### src/rtl/bfu_operand_feeder.sv
// Reduces and packs 12-bit coefficients into 8-lane words and sequences butterfly strobes, stage and twiddle per block.
// Strobes are decoded from the registered state; s_ready is high only while filling, so upstream stalls during preload/load/issue.
module bfu_operand_feeder #(
    parameter int NUM_BLOCKS = 32,
    parameter int BLK_W      = 5
) (
    input  logic              clk,
    input  logic              rst,
    input  logic              start,
    input  logic [1:0]        op_mode,
    input  logic              op_sub,
    input  logic              s_valid,
    output logic              s_ready,
    input  logic [11:0]       s_data,
    output logic              zeta_rd_en,
    output logic [BLK_W-1:0]  zeta_rd_addr,
    input  logic [23:0]       zeta_rd_data,
    output logic [1:0]        bfu_mode,
    output logic              bfu_type,
    output logic [2:0]        bfu_stage,
    output logic [95:0]       bfu_in_data,
    output logic [23:0]       bfu_in_coef,
    output logic              bfu_pre_load,
    output logic              bfu_load,
    output logic              issue_valid,
    output logic              busy,
    output logic              done,
    output logic              mode_err
);

    typedef enum logic [2:0] {
        S_IDLE,
        S_FILL_A,
        S_PRELOAD,
        S_FILL_B,
        S_LOAD,
        S_ISSUE,
        S_DONE
    } state_t;

    localparam logic [11:0]      Q_MOD    = 12'd3329;
    localparam logic [BLK_W-1:0] LAST_BLK = BLK_W'(NUM_BLOCKS - 1);

    state_t            state;
    logic [BLK_W-1:0]  blk;
    logic [2:0]        lane_cnt;
    logic [1:0]        iss_cnt;
    logic [7:0][11:0]  pack;
    logic [23:0]       zeta;
    logic              zeta_pend;
    logic [1:0]        mode_q;
    logic              type_q;
    logic              mode_err_q;

    logic              filling;
    logic              accept;
    logic [11:0]       reduced;
    logic              is_mult;
    logic              iss_last;

    assign filling  = (state == S_FILL_A) || (state == S_FILL_B);
    assign accept   = s_valid && filling;
    assign reduced  = (s_data >= Q_MOD) ? (s_data - Q_MOD) : s_data;
    assign is_mult  = (mode_q == 2'd2);
    assign iss_last = is_mult ? (iss_cnt == 2'd3) : (iss_cnt == 2'd1);

    always_ff @(posedge clk) begin
        if (rst) begin
            state      <= S_IDLE;
            blk        <= '0;
            lane_cnt   <= '0;
            iss_cnt    <= '0;
            pack       <= '0;
            zeta       <= '0;
            zeta_pend  <= 1'b0;
            mode_q     <= '0;
            type_q     <= 1'b0;
            mode_err_q <= 1'b0;
        end else begin
            mode_err_q <= 1'b0;
            // ROM answers one cycle after the PRELOAD read, i.e. during the first FILL_B cycle
            zeta_pend  <= (state == S_PRELOAD);
            if (zeta_pend) begin
                zeta <= zeta_rd_data;
            end
            if (accept) begin
                pack[lane_cnt] <= reduced;
                lane_cnt       <= lane_cnt + 3'd1;
            end
            case (state)
                S_IDLE: begin
                    if (start) begin
                        if (op_mode[1]) begin
                            mode_q   <= op_mode;
                            type_q   <= op_mode[0] && op_sub;
                            blk      <= '0;
                            lane_cnt <= '0;
                            iss_cnt  <= '0;
                            state    <= S_FILL_A;
                        end else begin
                            mode_err_q <= 1'b1;
                        end
                    end
                end
                S_FILL_A: begin
                    if (accept && lane_cnt == 3'd7) begin
                        state <= S_PRELOAD;
                    end
                end
                S_PRELOAD: begin
                    state <= S_FILL_B;
                end
                S_FILL_B: begin
                    if (accept && lane_cnt == 3'd7) begin
                        state <= S_LOAD;
                    end
                end
                S_LOAD: begin
                    iss_cnt <= '0;
                    state   <= S_ISSUE;
                end
                S_ISSUE: begin
                    iss_cnt <= iss_cnt + 2'd1;
                    if (iss_last) begin
                        iss_cnt <= '0;
                        blk     <= blk + 1'b1;
                        state   <= (blk == LAST_BLK) ? S_DONE : S_FILL_A;
                    end
                end
                S_DONE: begin
                    state <= S_IDLE;
                end
                default: begin
                    state <= S_IDLE;
                end
            endcase
        end
    end

    // MULT walks stages 2,3,0,1; ADDSUB walks 0,1
    always_comb begin
        bfu_stage = 3'd0;
        if (state == S_ISSUE) begin
            bfu_stage = is_mult ? {1'b0, 2'(iss_cnt + 2'd2)} : {1'b0, iss_cnt};
        end
    end

    assign s_ready      = filling;
    assign zeta_rd_en   = (state == S_PRELOAD);
    assign zeta_rd_addr = (state == S_PRELOAD) ? blk : '0;
    assign bfu_mode     = mode_q;
    assign bfu_type     = type_q;
    assign bfu_in_data  = pack;
    assign bfu_in_coef  = zeta;
    assign bfu_pre_load = (state == S_PRELOAD);
    assign bfu_load     = (state == S_LOAD);
    assign issue_valid  = (state == S_ISSUE);
    assign busy         = (state != S_IDLE);
    assign done         = (state == S_DONE);
    assign mode_err     = mode_err_q;

endmodule

### config.mk
export PLATFORM = sky130hd
export DESIGN_NAME = bfu_operand_feeder
export DESIGN_NICKNAME = d
export VERILOG_FILES = /design/src/rtl/bfu_operand_feeder.sv
export SDC_FILE = /design/constraint.sdc
export NUM_CORES = 1
export LEC_CHECK = 0
export BUFFER_PORTS_ARGS = -buffer_cell sky130_fd_sc_hd__buf_4
export CAP_MARGIN = 15
export CORE_MARGIN = 3
export CORE_UTILIZATION = 51
export CTS_CLUSTER_DIAMETER = 40
export DETAILED_ROUTE_END_ITERATION = 7
export HOLD_SLACK_MARGIN = 0.12
export PLACE_DENSITY = 0.87
export SYNTH_ARGS = -nofsm -noshare
export SYNTH_HDL_FRONTEND = slang
export SYNTH_SLANG_ARGS = --single-unit
### constraint.sdc
create_clock -name clk -period 2.5 [get_ports clk]
set_input_delay 0.5 -clock clk [delete_from_list [all_inputs] [get_ports clk]]
set_output_delay 0.5 -clock clk [all_outputs]
set_load 0.01 [all_outputs]
==> results.md <==
- Total power: ~5.3 mW
- Slew Viols, Final: 0
- Number of DRC markers in iteration 0: approximately 430
- R2r setup slk: about 0.5 ns
- EDFF count, synth: 0
- Initial Utilization: 53.8%
- Net Count, Synth: 703
- Bufs on Longest Clock Path: 2
- Hold Path Class: input pin to flip-flop
- Drt total wl: 17400 um
- Async SR Flop Fraction: 0%
- Hold slack: 0.153 ns
- Synth Area per Inst: slightly below 9 um2
- Power per standard cell area: between 600 and 700 mW/mm2
- Global-route wire length before repair: 27700 um
- Hold Path Origin: op_mode[1]
- Worst slew pin tran: roughly 0.60 ns
- Rows: 37
- Largest net degree at the start of global routing: 53
- Worst-Skew Late Latency: between 0.5 and 0.6 ns
- Die height: 112 um
- Top cell type's share of synthesized area: 48.6%
- Residual DRC: 0
- Comb pwr share: 11.6%
- Via Count: between 5000 and 6000
- R2r worst-path depth: 7
- Setup ws final: around 0.15 ns
- Clock Sinks: 138
- RSZ-0062 raised after global routing: false
- Top cells by area, synth: dfxtp_1, nor2_1, a211oi_1, mux2i_1, nor3_1
- Kind of critical path: flip-flop to primary output
- Fin crit period: 2.35 ns
- I/O Pins: 182
- Static leakage power: around 3.2 nW
- Root Buffer: clkbuf_8
- CTS Buf Count: 17
- Fin nets: between 800 and 900
- Source of the worst register-to-register timing path: lane_cnt[0]$_SDFF_PP0_
- Routed len/inst: ~18 um
- CTS tree: done
- Number of max-cap violations: 0
- Area added between synthesis and finish: 36.7%
- Hold Crit Endpoint: mode_err$_SDFF_PP0_
- DP HPWL: 12800 um
- Switch share: 25.5%
- Most frequent cells in the layout: buf_4, nor2_1, dfxtp_1, a211oi_1, nand2_1
- CP Max Fanout: 16
- TritonRoute pass-1 iters: 6
- # port buffers: 180
- Fmax: around 0.43 GHz
- Place WS: between 0.1 and 0.15 ns
- Post-cts hold buffer count: 0
- # H-tree levels: 4
- Yosys top cell by area: dfxtp_1
- Setup TNS: 0 ns
- Share of power burned in registers: 43.9%
- CP Data Required Time: approximately 2.0 ns
- Clk_skew: 0.00704 ns
- Antenna-violating nets left: 0
- Total Routing Usage GR: 27.3%
- Cell Int Power: approximately 4.0 mW
- Share of cells above drive strength 1: 30.9%
- Number of synthesis warnings: 0
- Hold Vio Cnt, Final: 0
- CP Launch Point: state[0]$_SDFFE_PP0P_
- Synth cell types: 60
- Core area: approximately 0.011 mm2
- Vias in the first global route: approximately 5500
- Status: complete, no violations
- Post-synthesis cell area: roughly 0.0057 mm2
- Hold Path Stages: 2
- Top FF cell, synth: dfxtp_1
- Startpoint types: flip-flop
- Initial antenna violation count: 0
- Reg clk slew, reported paths: about 0.060 ns
- Grt ovf: 0
- ANT cells: 0
- Max VDD drop: roughly 0.51 mV
- Critical Path Sink Type: primary output
- Die ar.: 0.0124 mm2
- Mapped Cells: 654
- Vias/cell: 5.67
- Final Wtd Congestion: around 0.91
- Synth Register Bits: between 100 and 150
- Critical path arrival: around 1.9 ns
- Period utilization: ~94%
- Die W: roughly 110 um
- Final instance area: between 0.007 and 0.008 mm2
- Net Switching: approximately 1.4 mW
- Clk pwr share: ~45%
- Area after DPL: 0.00720 mm2
- Commonest non-fill, non-tap cell in the layout: buf_4
- Sequential area share after synthesis: around 49%
- Slew HR: 59.6%
- RR Endpoint: state[1]$_SDFFE_PP0P_
- # setup viols final: 0
-- through the flow --
stage	utilization [%]	cells
finish	73.6	981
global route	73.6	981
CTS	73.6	981
detailed placement	68.3	950
global placement	68.3	950
floorplan	-	654
-- registers in the layout (all words and copies together) (netlist names) --
signal,count
bfu_in_data,96
mode_err,1
bfu_type,1
zeta_pend,1
lane_cnt,3
iss_cnt,2
blk,5
bfu_in_coef,24
state,3
bfu_mode,2
-- power by group through the flow --
| stage | clock network, mW | registers, mW | logic, mW |
|---|---|---|---|
| final | 2.37 | 2.33 | 0.617 |
| after global routing | 2.49 | 2.34 | 0.667 |
| after CTS | 2.39 | 2.33 | 0.613 |
| after detailed placement | 0 | 2.37 | 0.609 |
| after global placement | 0 | 2.37 | 0.592 |
| after floorplan | 0 | 2.37 | 0.343 |
-- worst max-delay path by stage --
| stage | end | slack (ns) | cells past startpoint |
|---|---|---|---|
| finish | bfu_stage[0] | 0.15 | 4 |
| global route | bfu_stage[0] | 0.04 | 4 |
| CTS | bfu_stage[0] | 0.09 | 4 |
| detailed placement | bfu_in_data[50]$_SDFFE_PP0P_ | 0.12 | 8 |
| global placement | bfu_in_data[63]$_SDFFE_PP0P_ | 0.17 | 8 |
| floorplan | bfu_in_data[3]$_SDFFE_PP0P_ | 0.40 | 7 |
-- synth_stat cells, types with 9 or more instances --
cell type  count
clkbuf_1      32
mux2i_1       25
nor3_1        36
a211oi_1      40
a21oi_1       26
nand3b_1      13
nand3_1       11
nand2_1       37
a22oi_1        9
buf_2         10
or3_1         12
o21ai_0       18
inv_1          9
dfxtp_1      138
nor2_1       158
-- routing by layer --
layer,GRT usage [%],routed length [um]
met2,45.9,8720
met5,0,0
met3,8.26,1240
met1,32.9,7040
met4,10.6,379
-- timing repair --
| action | CTS | global route |
|---|---|---|
| resized for setup | 1 | 2 |
| setup endpoints to repair | 1 | 1 |
| setup buffers | 0 | 0 |
| cloned | 0 | 0 |
-- critical path, stage by stage (launching register included) --
cell      delay (ns)
dfxtp_2         0.51
nand3b_1        0.26
inv_1           0.18
and2_1          0.22
buf_4           0.15
-- area by class of cell --
class                      instances  area [um2]
sequential                       138        2770
tap                              136         170
inverter                          11        41.3
clock inverter                    11         124
multi-input combinational        460        2690
fill                             745        2790
timing repair buffer             205        1540
clock buffer                      20         435
-- logic make-up (layout without fill, tap and decap cells) --
| family | Yosys count | in the layout | synth area share (%) |
|---|---|---|---|
| and+or+nand+nor | 307 | 307 | 25.8 |
| DFF | 138 | 138 | 48.6 |
| AOI/OAI and AO/OA | 117 | 117 | 14.8 |
| buffers and inverters | 56 | 247 | 4.19 |
| muxes | 25 | 25 | 4.41 |
| adders and majority gates | 6 | 6 | 1.32 |
| xor gates and xnor gates | 4 | 4 | 0.749 |
| other | 1 | 1 | 0.0660 |
Note: power is estimated with default switching activity, not from simulation.
